$ cat src/rtl/i2c_frequency_controller.sv
// I2C prescale controller: preset/custom setting with busy-safe apply.
// Also generates a 5x SCL tick strobe from the active prescale.
module i2c_frequency_controller #(
    parameter int FREQ_SELECTION_BIT_WIDTH = 16,
    parameter int NUM_PRESETS = 4,
    parameter logic [0:NUM_PRESETS-1][FREQ_SELECTION_BIT_WIDTH-1:0] PRESET_VALUES =
        {16'h0095, 16'h0024, 16'h000E, 16'h0003},
    parameter int RESET_PRESET = 0,
    parameter logic [FREQ_SELECTION_BIT_WIDTH-1:0] MIN_SETTING = 16'h0003,
    localparam int SELW = (NUM_PRESETS > 1) ? $clog2(NUM_PRESETS) : 1
) (
    input  logic                                wb_clk_i,
    input  logic                                wb_rst_i,
    input  logic [SELW-1:0]                     preset_sel_i,
    input  logic                                custom_en_i,
    input  logic [FREQ_SELECTION_BIT_WIDTH-1:0] custom_value_i,
    input  logic                                load_i,
    input  logic                                i2c_busy_i,
    input  logic                                tick_en_i,
    output logic [FREQ_SELECTION_BIT_WIDTH-1:0] frequency_setting_o,
    output logic                                pending_o,
    output logic                                applied_o,
    output logic                                clamped_o,
    output logic                                tick_o
);

    localparam int W = FREQ_SELECTION_BIT_WIDTH;
    localparam logic [W-1:0] RST_RAW = PRESET_VALUES[RESET_PRESET];
    localparam logic RST_CLAMP = (RST_RAW < MIN_SETTING);
    localparam logic [W-1:0] RST_SET = RST_CLAMP ? MIN_SETTING : RST_RAW;

    typedef enum logic {IDLE, PENDING} state_t;

    state_t         r_state;
    state_t         w_state_nxt;
    logic [W-1:0]   r_cand;
    logic           r_cand_clamp;
    logic [W-1:0]   r_setting;
    logic           r_clamped;
    logic           r_applied;
    logic [W-1:0]   r_cnt;
    logic           r_tick;
    logic [W-1:0]   w_raw;
    logic [W-1:0]   w_cand;
    logic           w_cand_clamp;
    logic           w_apply;

    // Out-of-range selects fall back to the reset preset
    always_comb begin
        w_raw = PRESET_VALUES[RESET_PRESET];
        if (custom_en_i)
            w_raw = custom_value_i;
        else if (int'(preset_sel_i) < NUM_PRESETS)
            w_raw = PRESET_VALUES[preset_sel_i];
        w_cand_clamp = (w_raw < MIN_SETTING);
        w_cand       = w_cand_clamp ? MIN_SETTING : w_raw;
    end

    always_comb begin
        w_state_nxt = r_state;
        w_apply     = 1'b0;
        unique case (r_state)
            IDLE: begin
                if (load_i)
                    w_state_nxt = PENDING;
            end
            PENDING: begin
                if (load_i) begin
                    w_state_nxt = PENDING;
                end else if (!i2c_busy_i) begin
                    w_state_nxt = IDLE;
                    w_apply     = 1'b1;
                end
            end
            default: w_state_nxt = IDLE;
        endcase
    end

    always_ff @(posedge wb_clk_i or posedge wb_rst_i) begin
        if (wb_rst_i) begin
            r_state      <= IDLE;
            r_cand       <= RST_SET;
            r_cand_clamp <= RST_CLAMP;
            r_setting    <= RST_SET;
            r_clamped    <= RST_CLAMP;
            r_applied    <= 1'b0;
        end else begin
            r_state   <= w_state_nxt;
            r_applied <= w_apply;
            if (load_i) begin
                r_cand       <= w_cand;
                r_cand_clamp <= w_cand_clamp;
            end
            if (w_apply) begin
                r_setting <= r_cand;
                r_clamped <= r_cand_clamp;
            end
        end
    end

    // Down-counter; period is setting+1, restarted on every apply
    always_ff @(posedge wb_clk_i or posedge wb_rst_i) begin
        if (wb_rst_i) begin
            r_cnt  <= RST_SET;
            r_tick <= 1'b0;
        end else if (w_apply) begin
            r_cnt  <= r_cand;
            r_tick <= 1'b0;
        end else if (!tick_en_i) begin
            r_cnt  <= r_setting;
            r_tick <= 1'b0;
        end else if (r_cnt == '0) begin
            r_cnt  <= r_setting;
            r_tick <= 1'b1;
        end else begin
            r_cnt  <= r_cnt - 1'b1;
            r_tick <= 1'b0;
        end
    end

    assign frequency_setting_o = r_setting;
    assign pending_o           = (r_state == PENDING);
    assign applied_o           = r_applied;
    assign clamped_o           = r_clamped;
    assign tick_o              = r_tick;

endmodule

$ cat config.mk
export PLATFORM = sky130hd
export DESIGN_NAME = i2c_frequency_controller
export DESIGN_NICKNAME = d
export VERILOG_FILES = /design/src/rtl/i2c_frequency_controller.sv
export SDC_FILE = /design/constraint.sdc
export NUM_CORES = 1
export LEC_CHECK = 0
export CAP_MARGIN = 30
export CORE_MARGIN = 2
export CORE_UTILIZATION = 30
export DETAILED_ROUTE_END_ITERATION = 7
export SYNTH_ARGS = -nofsm -noshare
export SYNTH_HDL_FRONTEND = slang
export SYNTH_SLANG_ARGS = --single-unit
$ cat constraint.sdc
create_clock -name wb_clk_i -period 4.3 [get_ports wb_clk_i]
set_input_delay 1.075 -clock wb_clk_i [delete_from_list [all_inputs] [get_ports wb_clk_i]]
set_output_delay 1.075 -clock wb_clk_i [all_outputs]
set_load 0.03 [all_outputs]
# After elaboration in Yosys (flattened, before gate mapping)
# Index checks and enable logic that the tools add are counted.
[word_totals]
reg_bits = 53
input_bits = 24
output_inout_bits = 20
elab_cells = 32
[classes]
addsub = 1
magnitude_cmp = 2
muxes = 18
bitwise_logic = 2
n_reduce_logical = 1
[op_table]
columns = ["cell", "n"]
rows = [
  ["$mux 16", 7],
  ["$bmux 16 s2", 1],
  ["$logic_not 16->1", 1],
  ["$lt 16x2->1 const B", 1],
  ["$sub 16x1->16 const B", 1],
  ["$mux 1", 9],
  ["$ge 3x3->1 const B", 1],
  ["$not 2->3", 1],
  ["$pmux 1 s2", 1],
  ["$not 1->1", 1],
]

# Longest topological paths before layout
[logic_depth]
ltp_word = 7
mapped_depth = 9
ltp_nobuf = 7

# Least setup slack after synthesis
# Ideal clock, no wire load.
[synth_path]
path_type = "input to register"
start = "in load_i"
end = "reg r_cnt[10]"
setup_time_ns = 0.090
arrival_ns = 2.103
required_ns = 4.210
slack_ns = 2.107
cell_stages = 6
n_path_buf = 2
path_cell_list = "clkbuf_1 > nor2_1 > nand2_1 > clkbuf_1 > nand2_1 > o221ai_1"
[synth_via]
elab_chain_len = 3
[synth_lines]
columns = ["element", "line", "rtl"]
rows = [
  ["start: declaration", "17", "input logic load_i,"],
  ["$mux 1", "68", "if (load_i) begin"],
  ["$mux 1", "62", "unique case (r_state)"],
  ["$mux 16", "106", "end else if (w_apply) begin"],
  ["end signal: assignment", "107", "r_cnt <= r_cand;"],
  ["end signal: assignment", "110", "r_cnt <= r_setting;"],
  ["end signal: assignment", "113", "r_cnt <= r_setting;"],
  ["end: declaration", "41", "logic [W-1:0] r_cnt;"],
]
# No other way between the ends.
# A chain may end at the register's enable or synchronous reset.

# Worst setup path after layout
[layout_path]
start = "in preset_sel_i[1]"
end = "reg r_cand_clamp"
[layout_via]
elab_chain_len = 6
[layout_lines]
columns = ["element", "line", "rtl"]
rows = [
  ["start: declaration", "14", "input logic [SELW-1:0] preset_sel_i,"],
  ["$not 2->3 (not written as such)", "54", "w_raw = PRESET_VALUES[preset_sel_i];"],
  ["$bmux 16 s2", "54", ""],
  ["$mux 16 (not written as such) (2 in a row)", "54", ""],
  ["$mux 16", "51", "if (custom_en_i)"],
  ["$lt 16x2->1", "55", "w_cand_clamp = (w_raw < MIN_SETTING);"],
  ["end signal: assignment", "92", "r_cand_clamp <= w_cand_clamp;"],
  ["end: declaration", "37", "logic r_cand_clamp;"],
]
# No other way between the ends. The select of a mux whose other input is x is not followed.

==> impl_results.md <==
* Register area at 1340 µm²
* Mapped Cells at 264
* Unrepaired setup endpoints after global routing: false
* Worst Tran Pin Value at 0.674 ns
* Layout cell share with drive strength beyond 1 at 0.111
* DR WL/cell at 13.7 µm
* Setup crit end kind: flip-flop
* Final Cycle Share at 0.644
* Clk pin slew, worst setup/hold paths at 0.09 ns
* Relative slew slack at 0.550
* IR drop worst, VDD at 139 µV
* Die height at 95.9 µm
* Global-route wire length before repair at 9490 µm
* Ant diodes at 0
* Leak at 1.40 nW
* Worst slack, placed at 1.23 ns
* Nets at 335
* Area of the multi-input gates at 1060 µm²
* Residual DRC at 0
* ANT nets after route at 0
* Fin Setup TNS at 0 ns
* CTS Buf Count at 5
* Via/cell ratio at 4.83
* Rows at 33
* CTS Hold Bufs at 0
* Clk sinks at 53
* Crit path DAT at 3.02 ns
* Critical Path RT at 4.55 ns
* Maxcap violations at 0
* Layout area overhead at 25.8%
* Clk buf depth at 2
* Post-Syn Area at 2530 µm²
* Placed cell count at 403
* Routability congestion estimate at 0.832
* TritonRoute pass-1 iters at 4
* Flops & latches, synth at 53
* Die W at 95.9 µm
* Min-delay worst type: reg2reg
* Total global-route track usage at 0.132
* Largest net degree at the start of global routing at 45
* Post-CTS sizing at 0
* Post-layout util at 0.388
* Flop-to-flop setup slack at 2.17 ns
* Finished Layout Cells at 411
* # port buffers at 43
* CP Max Fanout at 4
* Power Density at 443 nW/µm²
* CTS H-tree depth at 2
* Post-CTS Setup Repair Bufs at 0
* Min cycle time layout at 2.77 ns
* Number of antenna violations at the first check in global routing at 0
* Clock Skews at 0.00513 ns
* Post-DP HPWL at 4210 µm
* Io pins at 44
* 1st-iter DRT viols at 121
* Total overflow reported by the global router at 0
* Die ar. at 9190 µm²
* Final hold viol count at 0
* Vias at 1,984
* Clock Latency Late Sink at 0.30 ns
* Startpoint types: input pin
* Starting Density at 0.308
* Number of global-route vias before repair at 1,923
* Core Box Area at 8220 µm²
* Fmax at 361 MHz
* Mean post-synth cell area at 9.59 µm²
* Setup CP Type: in2reg
* Mapped Nets at 294
* Final worst setup slack at 1.53 ns
* Ys Warns at 0
* Distinct cell type count of the synthesized netlist at 40
* Root buffer cell: clkbuf_8
* Final WL at 5650 µm
* Max-slew violations at 0
* CTS tree: yes
* Fillers at 826
* Setup Viol. Count Final at 0
* Sequential share of the synthesized area at 0.530
* Status: finished clean
==> metrics by stage <==
stage               hold WS (ns)  cell area (µm²)  total power [mW]
CTS                        0.481             3190              1.42
global route               0.516             3190              1.50
global placement           0.465             3050              1.07
finish                     0.475             3190              1.41
floorplan                  0.435             2530             0.929
detailed placement         0.466             3070              1.07
==> kinds of logic after synthesis <==
kind of cell	share of synthesized area
AO/OA/AOI/OAI	0.119
XOR/XNOR	0.0450
multiplexers	0.0203
adder cells (fa/ha/maj)	0.0296
AND/OR/NAND/NOR	0.205
flip-flops	0.530
buffers and inverters	0.0519
==> metal layers <==
layer	share of wire	track usage	vias to the layer above
met2	0.48	0.203	56
met1	0.46	0.186	945
li1	-	-	979
met3	0.047	0.0211	4
met4	0.010	0.0500	0
met5	0	0	-
==> flip-flops by register name (all words and copies together) (netlist names) <==
| signal | count |
|---|---|
| pending_o | 1 |
| frequency_setting_o | 16 |
| r_cnt | 16 |
| clamped_o | 1 |
| r_cand | 16 |
| r_cand_clamp | 1 |
| tick_o | 1 |
| applied_o | 1 |
==> worst max-delay path, cell delays in order <==
cell             delay [ns]
clkdlybuf4s50_1        0.53
inv_1                  0.10
ha_1                   0.22
nor4_1                 0.30
a22oi_1                0.15
nor3_1                 0.40
mux2_2                 0.23
==> power by group <==
part | switching [mW] | internal, mW | total [mW]
Sequential | 0.0677 | 0.594 | 0.662
Combinational | 0.224 | 0.174 | 0.398
Clock | 0.161 | 0.189 | 0.351
==> placed cells by master (no fill, tap or decap), types with 2 or more instances in the layout <==
| master | Yosys | routed |
|---|---|---|
| buf_4 | 0 | 3 |
| clkdlybuf4s50_1 | 0 | 43 |
| o211ai_1 | 8 | 8 |
| nand3_1 | 7 | 7 |
| inv_1 | 16 | 15 |
| clkbuf_8 | 0 | 6 |
| nor4_1 | 5 | 5 |
| nor2b_1 | 2 | 2 |
| or4_4 | 2 | 2 |
| nand2_2 | 2 | 2 |
| a21oi_1 | 11 | 11 |
| mux2i_1 | 4 | 4 |
| o221ai_1 | 6 | 6 |
| xor2_1 | 5 | 5 |
| nand2_1 | 67 | 67 |
| dfrtp_1 | 41 | 41 |
| dfstp_2 | 12 | 12 |
| nor2_1 | 13 | 13 |
| o21ai_1 | 2 | 2 |
| o21ai_0 | 9 | 9 |
| ha_1 | 6 | 6 |
| o22a_1 | 2 | 2 |
| nor3_1 | 6 | 6 |
| nor4b_1 | 2 | 2 |
| xnor2_1 | 8 | 8 |
==> layout make-up <==
type | count | area share
repair buffers | 47 | 0.148
flip-flops and latches | 53 | 0.421
clock buffers | 6 | 0.0259
inverters | 16 | 0.0189
clock inverters | 2 | 0.0118
well taps | 105 | 0.0412
multi-input cells | 182 | 0.333
==> synthesized netlist by cell type (all sizes together) <==
cell	count	area, µm²
a31oi	1	6.26
mux2i	4	40.0
dfrtp	41	1030
nor3	6	30.0
a22oi	1	7.51
clkbuf	9	33.8
nor2b	2	12.5
o211ai	8	60.1
nor4	6	43.8
mux2	1	11.3
nand3	7	35.0
a21oi	11	55.1
nand2	69	264
nor3b	1	7.51
o221ai	7	67.6
dfstp	12	315
a31o	1	8.76
nand4	1	6.26
buf	4	37.5
o22a	2	17.5
ha	6	75.1
or3	1	6.26
nor4b	2	17.5
o31ai	1	7.51
o21ai	11	55.1
o21a	1	7.51
inv	16	60.1
xnor2	8	70.1
and2	1	6.26
xor2	5	43.8
a21o	1	7.51
or4	3	30.0
nor2	14	60.1
==> path summary, 6_finish.rpt <==
kind,from,endpoint,cells after the start
setup / recovery,preset_sel_i[1],r_cand_clamp$_DFFE_PP0P_,7
setup reg to reg,r_cnt[0]$_DFF_PP1_,r_cnt[6]$_DFF_PP0_,8
hold reg to reg,frequency_setting_o[0]$_DFFE_PP1P_,frequency_setting_o[0]$_DFFE_PP1P_,2
min in group asynchronous,wb_rst_i,frequency_setting_o[13]$_DFFE_PP0P_,2
hold / removal,frequency_setting_o[0]$_DFFE_PP1P_,frequency_setting_o[0]$_DFFE_PP1P_,2
max in group asynchronous,wb_rst_i,frequency_setting_o[0]$_DFFE_PP1P_,3
Power figures use the tool's default switching activity.
==> RTL change 1, RTL diff (same flow settings) <==
Reset style: synchronous (`wb_rst_i`), changed in 2 clocked blocks.
--- a/src/rtl/i2c_frequency_controller.sv
+++ b/src/rtl/i2c_frequency_controller.sv
@@ -78,3 +78,3 @@
 
-    always_ff @(posedge wb_clk_i or posedge wb_rst_i) begin
+    always_ff @(posedge wb_clk_i) begin
         if (wb_rst_i) begin
@@ -101,3 +101,3 @@
     // Down-counter; period is setting+1, restarted on every apply
-    always_ff @(posedge wb_clk_i or posedge wb_rst_i) begin
+    always_ff @(posedge wb_clk_i) begin
         if (wb_rst_i) begin
Check against the original RTL: differs if wb_rst_i is asserted again (counterexample within 4 cycles, from zero or initial values and one cycle with wb_rst_i high); with wb_rst_i held inactive, the same outputs for 10 cycles.
==> RTL change 1 against the unedited design <==
  * Cell area is 2.8% lower
  * Sequential cell count unchanged
  * Wire length up 3.3%
  * Via count rose by 6.5%
  * Register-to-register slack gained 100 ps
  * Die area fell by 1.7%
  * Setup slack better by 95 ps
  * Maximum frequency increased by 3.5%
  * Area after synthesis shrank 1.8%
  * Critical endpoint is now r_cnt[13]
Power is not compared: it rests on default switching activity, and its combinational part moved more than twofold at a synthesized area within 25%.
==> RTL change 1: results (changes against the unedited design) <==
run status: complete, no violations (unchanged)
htree depth: 2 (unchanged)
Top Family by Delay on Critical Path: simple AND/OR/NAND/NOR gates (unchanged)
Distinct cells, synth: 50 (was 40)
worst-path fanout max: 22 (was 4)
antenna violations before repair: 0 (unchanged)
Area growth syn-to-layout: 24.56% (was 25.79%)
Clock Root Buffer: clkbuf_8 (unchanged)
Synth Area per Inst: 8.573 µm² (was 9.593 µm²)
clock latency on the worst-skew pair: 300 ps (about the same)
largest net degree at the start of global routing: 26 (was 45)
first-pass GRT wire length: 9604 µm (was 9487 µm)
clock skew: 4.421 ps (was 5.129 ps)
RD Place Congestion: 0.7652 (was 0.8324)
multi-input gate share of total cell area: 42.63% (was 33.27%)
cts hold-fix bufs: 0 (unchanged)
Resized cells post-CTS: 0 (unchanged)
Tot Pwr: 0.0009304 W
final net count: 358 (was 335)
Cell Area, Placed: 3007 µm² (was 3065 µm²)
WL final: 5836 µm (was 5649 µm)
# diodes: 0 (unchanged)
fin cells: 433 (was 411)
Largest stage delay, worst path: 710 ps (was 530 ps)
proportion of layout cells with a drive suffix above 1: 10.37% (was 11.11%)
pre-CTS WS: 1284 ps (was 1232 ps)
VDD IR-drop max: 0.1422 mV
setup tns final: 0 ps (unchanged)
Syn Inst Count: 290 (was 264)
sequential area share after synthesis: 42.68% (was 52.96%)
CP max stage cell: or3b_2 (was clkdlybuf4s50_1)
Cell Int Power: 0.0006922 W
gr usage total: 13.46% (was 13.17%)
Fill cells: 817 (was 826)
Final clock-cell share: 2.909% (was 3.771%)
Signal buffers: 48 (was 47)
Async SR Flop Fraction: 0% (was 100.0%)
fraction of area in registers: 34.26% (was 42.11%)
buffer share of cell area: 15.11% (was 14.85%)
synth top area cells: dfxtp_1, nand2_1, a21oi_1 (was dfrtp_1, dfstp_2, nand2_1)
CTS max path bufs: 2 (unchanged)
comb_multi_in: 213 (was 182)
Synth warnings: 0 (unchanged)
Synthesized Nets: 320 (was 294)
vias in the first global route: 2064 (was 1923)
Synth top cells by count: dfxtp_1, nand2_1, nor2_1 (was nand2_1, dfrtp_1, inv_1)
FF+latch count: 53 (unchanged)
hold crit path type: flop to flop (unchanged)
Logic inverters: 7 (was 16)
CTS buffer count: 5 (unchanged)
HPWL after detailed placement: 4429 µm (was 4214 µm)
DRT iter0 DRCs: 92 (was 121)
Final Hold Viols: 0 (unchanged)
clock slew at reported path FFs: 90 ps (about the same)
number of vias per cell: 4.880 (was 4.827)
Max-slew headroom: 39.06% (was 54.99%)
static leakage: 1.092 nW
==> RTL change 1: cell count changes in the layout (fill, tap and decap cells not counted), sizes merged, moves of 8 or more <==
cell | before | now
a21oi | 11 | 29
a22oi | 1 | 9
dfrtp | 41 | 0
dfstp | 12 | 0
dfxtp | 0 | 53
inv | 16 | 7
nand2 | 69 | 48
nor2 | 14 | 28
==> RTL change 1: logic make-up (layout without fill, tap and decap cells) <==
logic type / after synthesis / count (layout) / synth area share (%)
AOI/OAI and AO/OA: 74 / 74 / 19.78
xor gates and xnor gates: 12 / 12 / 4.227
adders and majority gates: 6 / 6 / 3.020
buffers and inverters: 24 / 62 / 4.429
DFF: 53 / 53 / 42.68
muxes: 4 / 4 / 1.611
and+or+nand+nor: 117 / 117 / 24.26
==> RTL change 1: metal layers <==
layer	wire length (µm)	vias up	GRT usage (%)
met5	0	-	0
li1	-	1092	-
met4	91	0	5.193
met2	2704	47	21.93
met1	2791	966	17.46
met3	248	8	2.846
==> RTL change 1: final timing paths <==
check                             startpoint   endpoint  slack [ps]  depth (start not counted)
worst max-delay path                  load_i  r_cnt[13]        1620                          7
worst min-delay path            r_cand_clamp  clamped_o         460                          2
worst max register to register      r_cnt[0]   r_cnt[6]        2270                          7
worst min register to register  r_cand_clamp  clamped_o         460                          2
==> RTL change 1: power by group through the flow <==
stage | clock [W] | sequential (W) | combinational (W)
CTS | 0.000294 | 0.000523 | 0.000124
detailed placement | 0 | 0.000534 | 0.000123
finish | 0.000284 | 0.000523 | 0.000123
global route | 0.000315 | 0.000525 | 0.000136
global placement | 0 | 0.000534 | 0.000122
floorplan | 0 | 0.000537 | 0.0000723
==> RTL change 2, RTL diff (same flow settings) <==
Made on the original files. Change the parameter `FREQ_SELECTION_BIT_WIDTH` from 16 to 18.
--- a/src/rtl/i2c_frequency_controller.sv
+++ b/src/rtl/i2c_frequency_controller.sv
@@ -3,3 +3,3 @@
 module i2c_frequency_controller #(
-    parameter int FREQ_SELECTION_BIT_WIDTH = 16,
+    parameter int FREQ_SELECTION_BIT_WIDTH = 18,
     parameter int NUM_PRESETS = 4,
Interface: changed (resized custom_value_i and frequency_setting_o); port bits go from 44 to 48. The function was not compared with the original's and may differ.
==> RTL change 2 against the unedited design <==
  * Cell area up 14%
  * Combinational power is 17% higher
  * Final cell count grew 16%
  * Wire length is 15% higher
  * Largest power group unchanged
  * Register-to-register slack worse by 250 ps
  * Highest routed layer unchanged
  * Clock power rose by 40%
  * Area after synthesis increased by 12%
  * Sequential share of layout area fell by 1.3 points
  * Power grew 21%
  * Non-clock buffer count increased by 5
  * Sequential cell count rose by 6
  * Setup slack lost 450 ps
  * Global-route usage increased by 0.88 points
==> RTL change 2: results (changes against the unedited design) <==
worst hold start: r_cand_clamp (was frequency_setting_o[0])
DRT iter0 DRCs: 198 (was 121)
static leakage: 1.589 nW (was 1.397 nW)
synth top area cells: dfrtp_1, nand2_1, dfstp_2 (was dfrtp_1, dfstp_2, nand2_1)
DR vias: 2233 (was 1984)
PortBufs: 47 (was 43)
final net count: 371 (was 335)
CTS buffer count: 9 (was 5)
RD Place Congestion: 0.8427 (was 0.8324)
gr usage total: 14.05% (was 13.17%)
Largest stage delay, worst path: 550 ps (was 530 ps)
VDD IR-drop max: 0.1499 mV (was 0.1387 mV)
Max-slew headroom: 56.76% (was 54.99%)
htree depth: 3 (was 2)
proportion of layout cells with a drive suffix above 1: 13.83% (was 11.11%)
CP startpoint: i2c_busy_i (was preset_sel_i[1])
Synthesized Nets: 322 (was 294)
clock slew at reported path FFs: 70 ps (was 90 ps)
clock skew: 7.708 ps (was 5.129 ps)
worst-path fanout max: 32 (was 4)
WS Path Type: input port to flop (unchanged)
RR Endpoint: r_cnt[12] (was r_cnt[6])
R2R Setup Slk: 1920 ps (was 2170 ps)
clock latency on the worst-skew pair: 340 ps (was 300 ps)
Worst Setup EP: r_cnt[2] (was r_cand_clamp)
sequential area share after synthesis: 52.17% (was 52.96%)
vias in the first global route: 2253 (was 1923)
CP Data Arrival Time: 3440 ps (was 3020 ps)
first-pass GRT wire length: 11170 µm (was 9487 µm)
largest net degree at the start of global routing: 33 (was 45)
pre-CTS WS: 703.1 ps (was 1232 ps)
CP max stage cell: or2_2 (was clkdlybuf4s50_1)
# diodes: 0 (unchanged)
Fill cells: 921 (was 826)
WL per Instance: 13.67 µm (was 13.74 µm)
HPWL after detailed placement: 4736 µm (was 4214 µm)
Tmin final: 3223 ps (was 2770 ps)
Synth top cells by count: nand2_1, dfrtp_1, inv_1, o21ai_0, nand3_1 (was nand2_1, dfrtp_1, inv_1)
Cell Int Power: 0.001125 W (was 0.0009579 W)
run status: complete, no violations (unchanged)
## RTL change 2: cell families (layout without fill, tap and decap cells)
family / after synthesis / in the layout / synth area share [%]
AOI/OAI and AO/OA: 50 / 50 / 14.05
DFF: 59 / 59 / 52.17
and+or+nand+nor: 132 / 132 / 22.13
muxes: 3 / 3 / 1.098
buffers and inverters: 32 / 86 / 4.918
adders and majority gates: 3 / 3 / 1.318
xor gates and xnor gates: 14 / 14 / 4.304
## RTL change 2: layout make-up
type | instances | area [µm²] | share of cell area [%]
Clock buffer | 9 | 123.9 | 3.404
Clock inverter | 7 | 68.82 | 1.891
Sequential cell | 59 | 1486 | 40.85
Multi-Input combinational cell | 202 | 1222 | 33.60
Timing Repair Buffer | 52 | 508.0 | 13.96
Tap cell | 129 | 161.4 | 4.436
Inverter | 18 | 67.56 | 1.857
## RTL change 2: how the worst min path moves through the flow
stage	endpoint	slack, ps	depth (start not counted)
after floorplan	clamped_o	430	2
after global placement	clamped_o	460	2
final	clamped_o	460	2
after global routing	clamped_o	500	2
after CTS	clamped_o	470	2
after detailed placement	clamped_o	460	2
## RTL change 2: through the flow
stage / util, % / hold WS (ps) / area (µm²) / std cells
floorplan: - / 433.0 / 2849 / 293
finish: 39.38 / 459.9 / 3638 / 476
detailed placement: 37.29 / 457.3 / 3446 / 460
global route: 39.38 / 499.4 / 3638 / 476
CTS: 39.38 / 469.6 / 3638 / 476
global placement: 37.29 / 458.9 / 3446 / 460
## RTL change 2: critical path, delay by kind of cell
kind            cells  cell delay [ps]
buf+inv             3             1280
simple gates        2              700
compound gates      1              370
## RTL change 2: power by group through the flow
stage	Combinational [W]	Sequential, W	Clock (W)
6_report	0.000466	0.000746	0.000491
5_1_grt	0.000516	0.000761	0.000528
4_1_cts	0.000470	0.000747	0.000502
3_5_place_dp	0.000465	0.000757	0
3_3_place_gp	0.000460	0.000755	0
2_1_floorplan	0.000269	0.000794	0
## RTL change 2: metal layers
layer  vias up  part of all wire [%]  track usage [%]
met5         -                     0                0
met4         0                   2.0            7.588
met3         9                   4.9            3.313
met2        59                    44            20.43
met1      1057                    49            19.36
li1       1108                     -                -
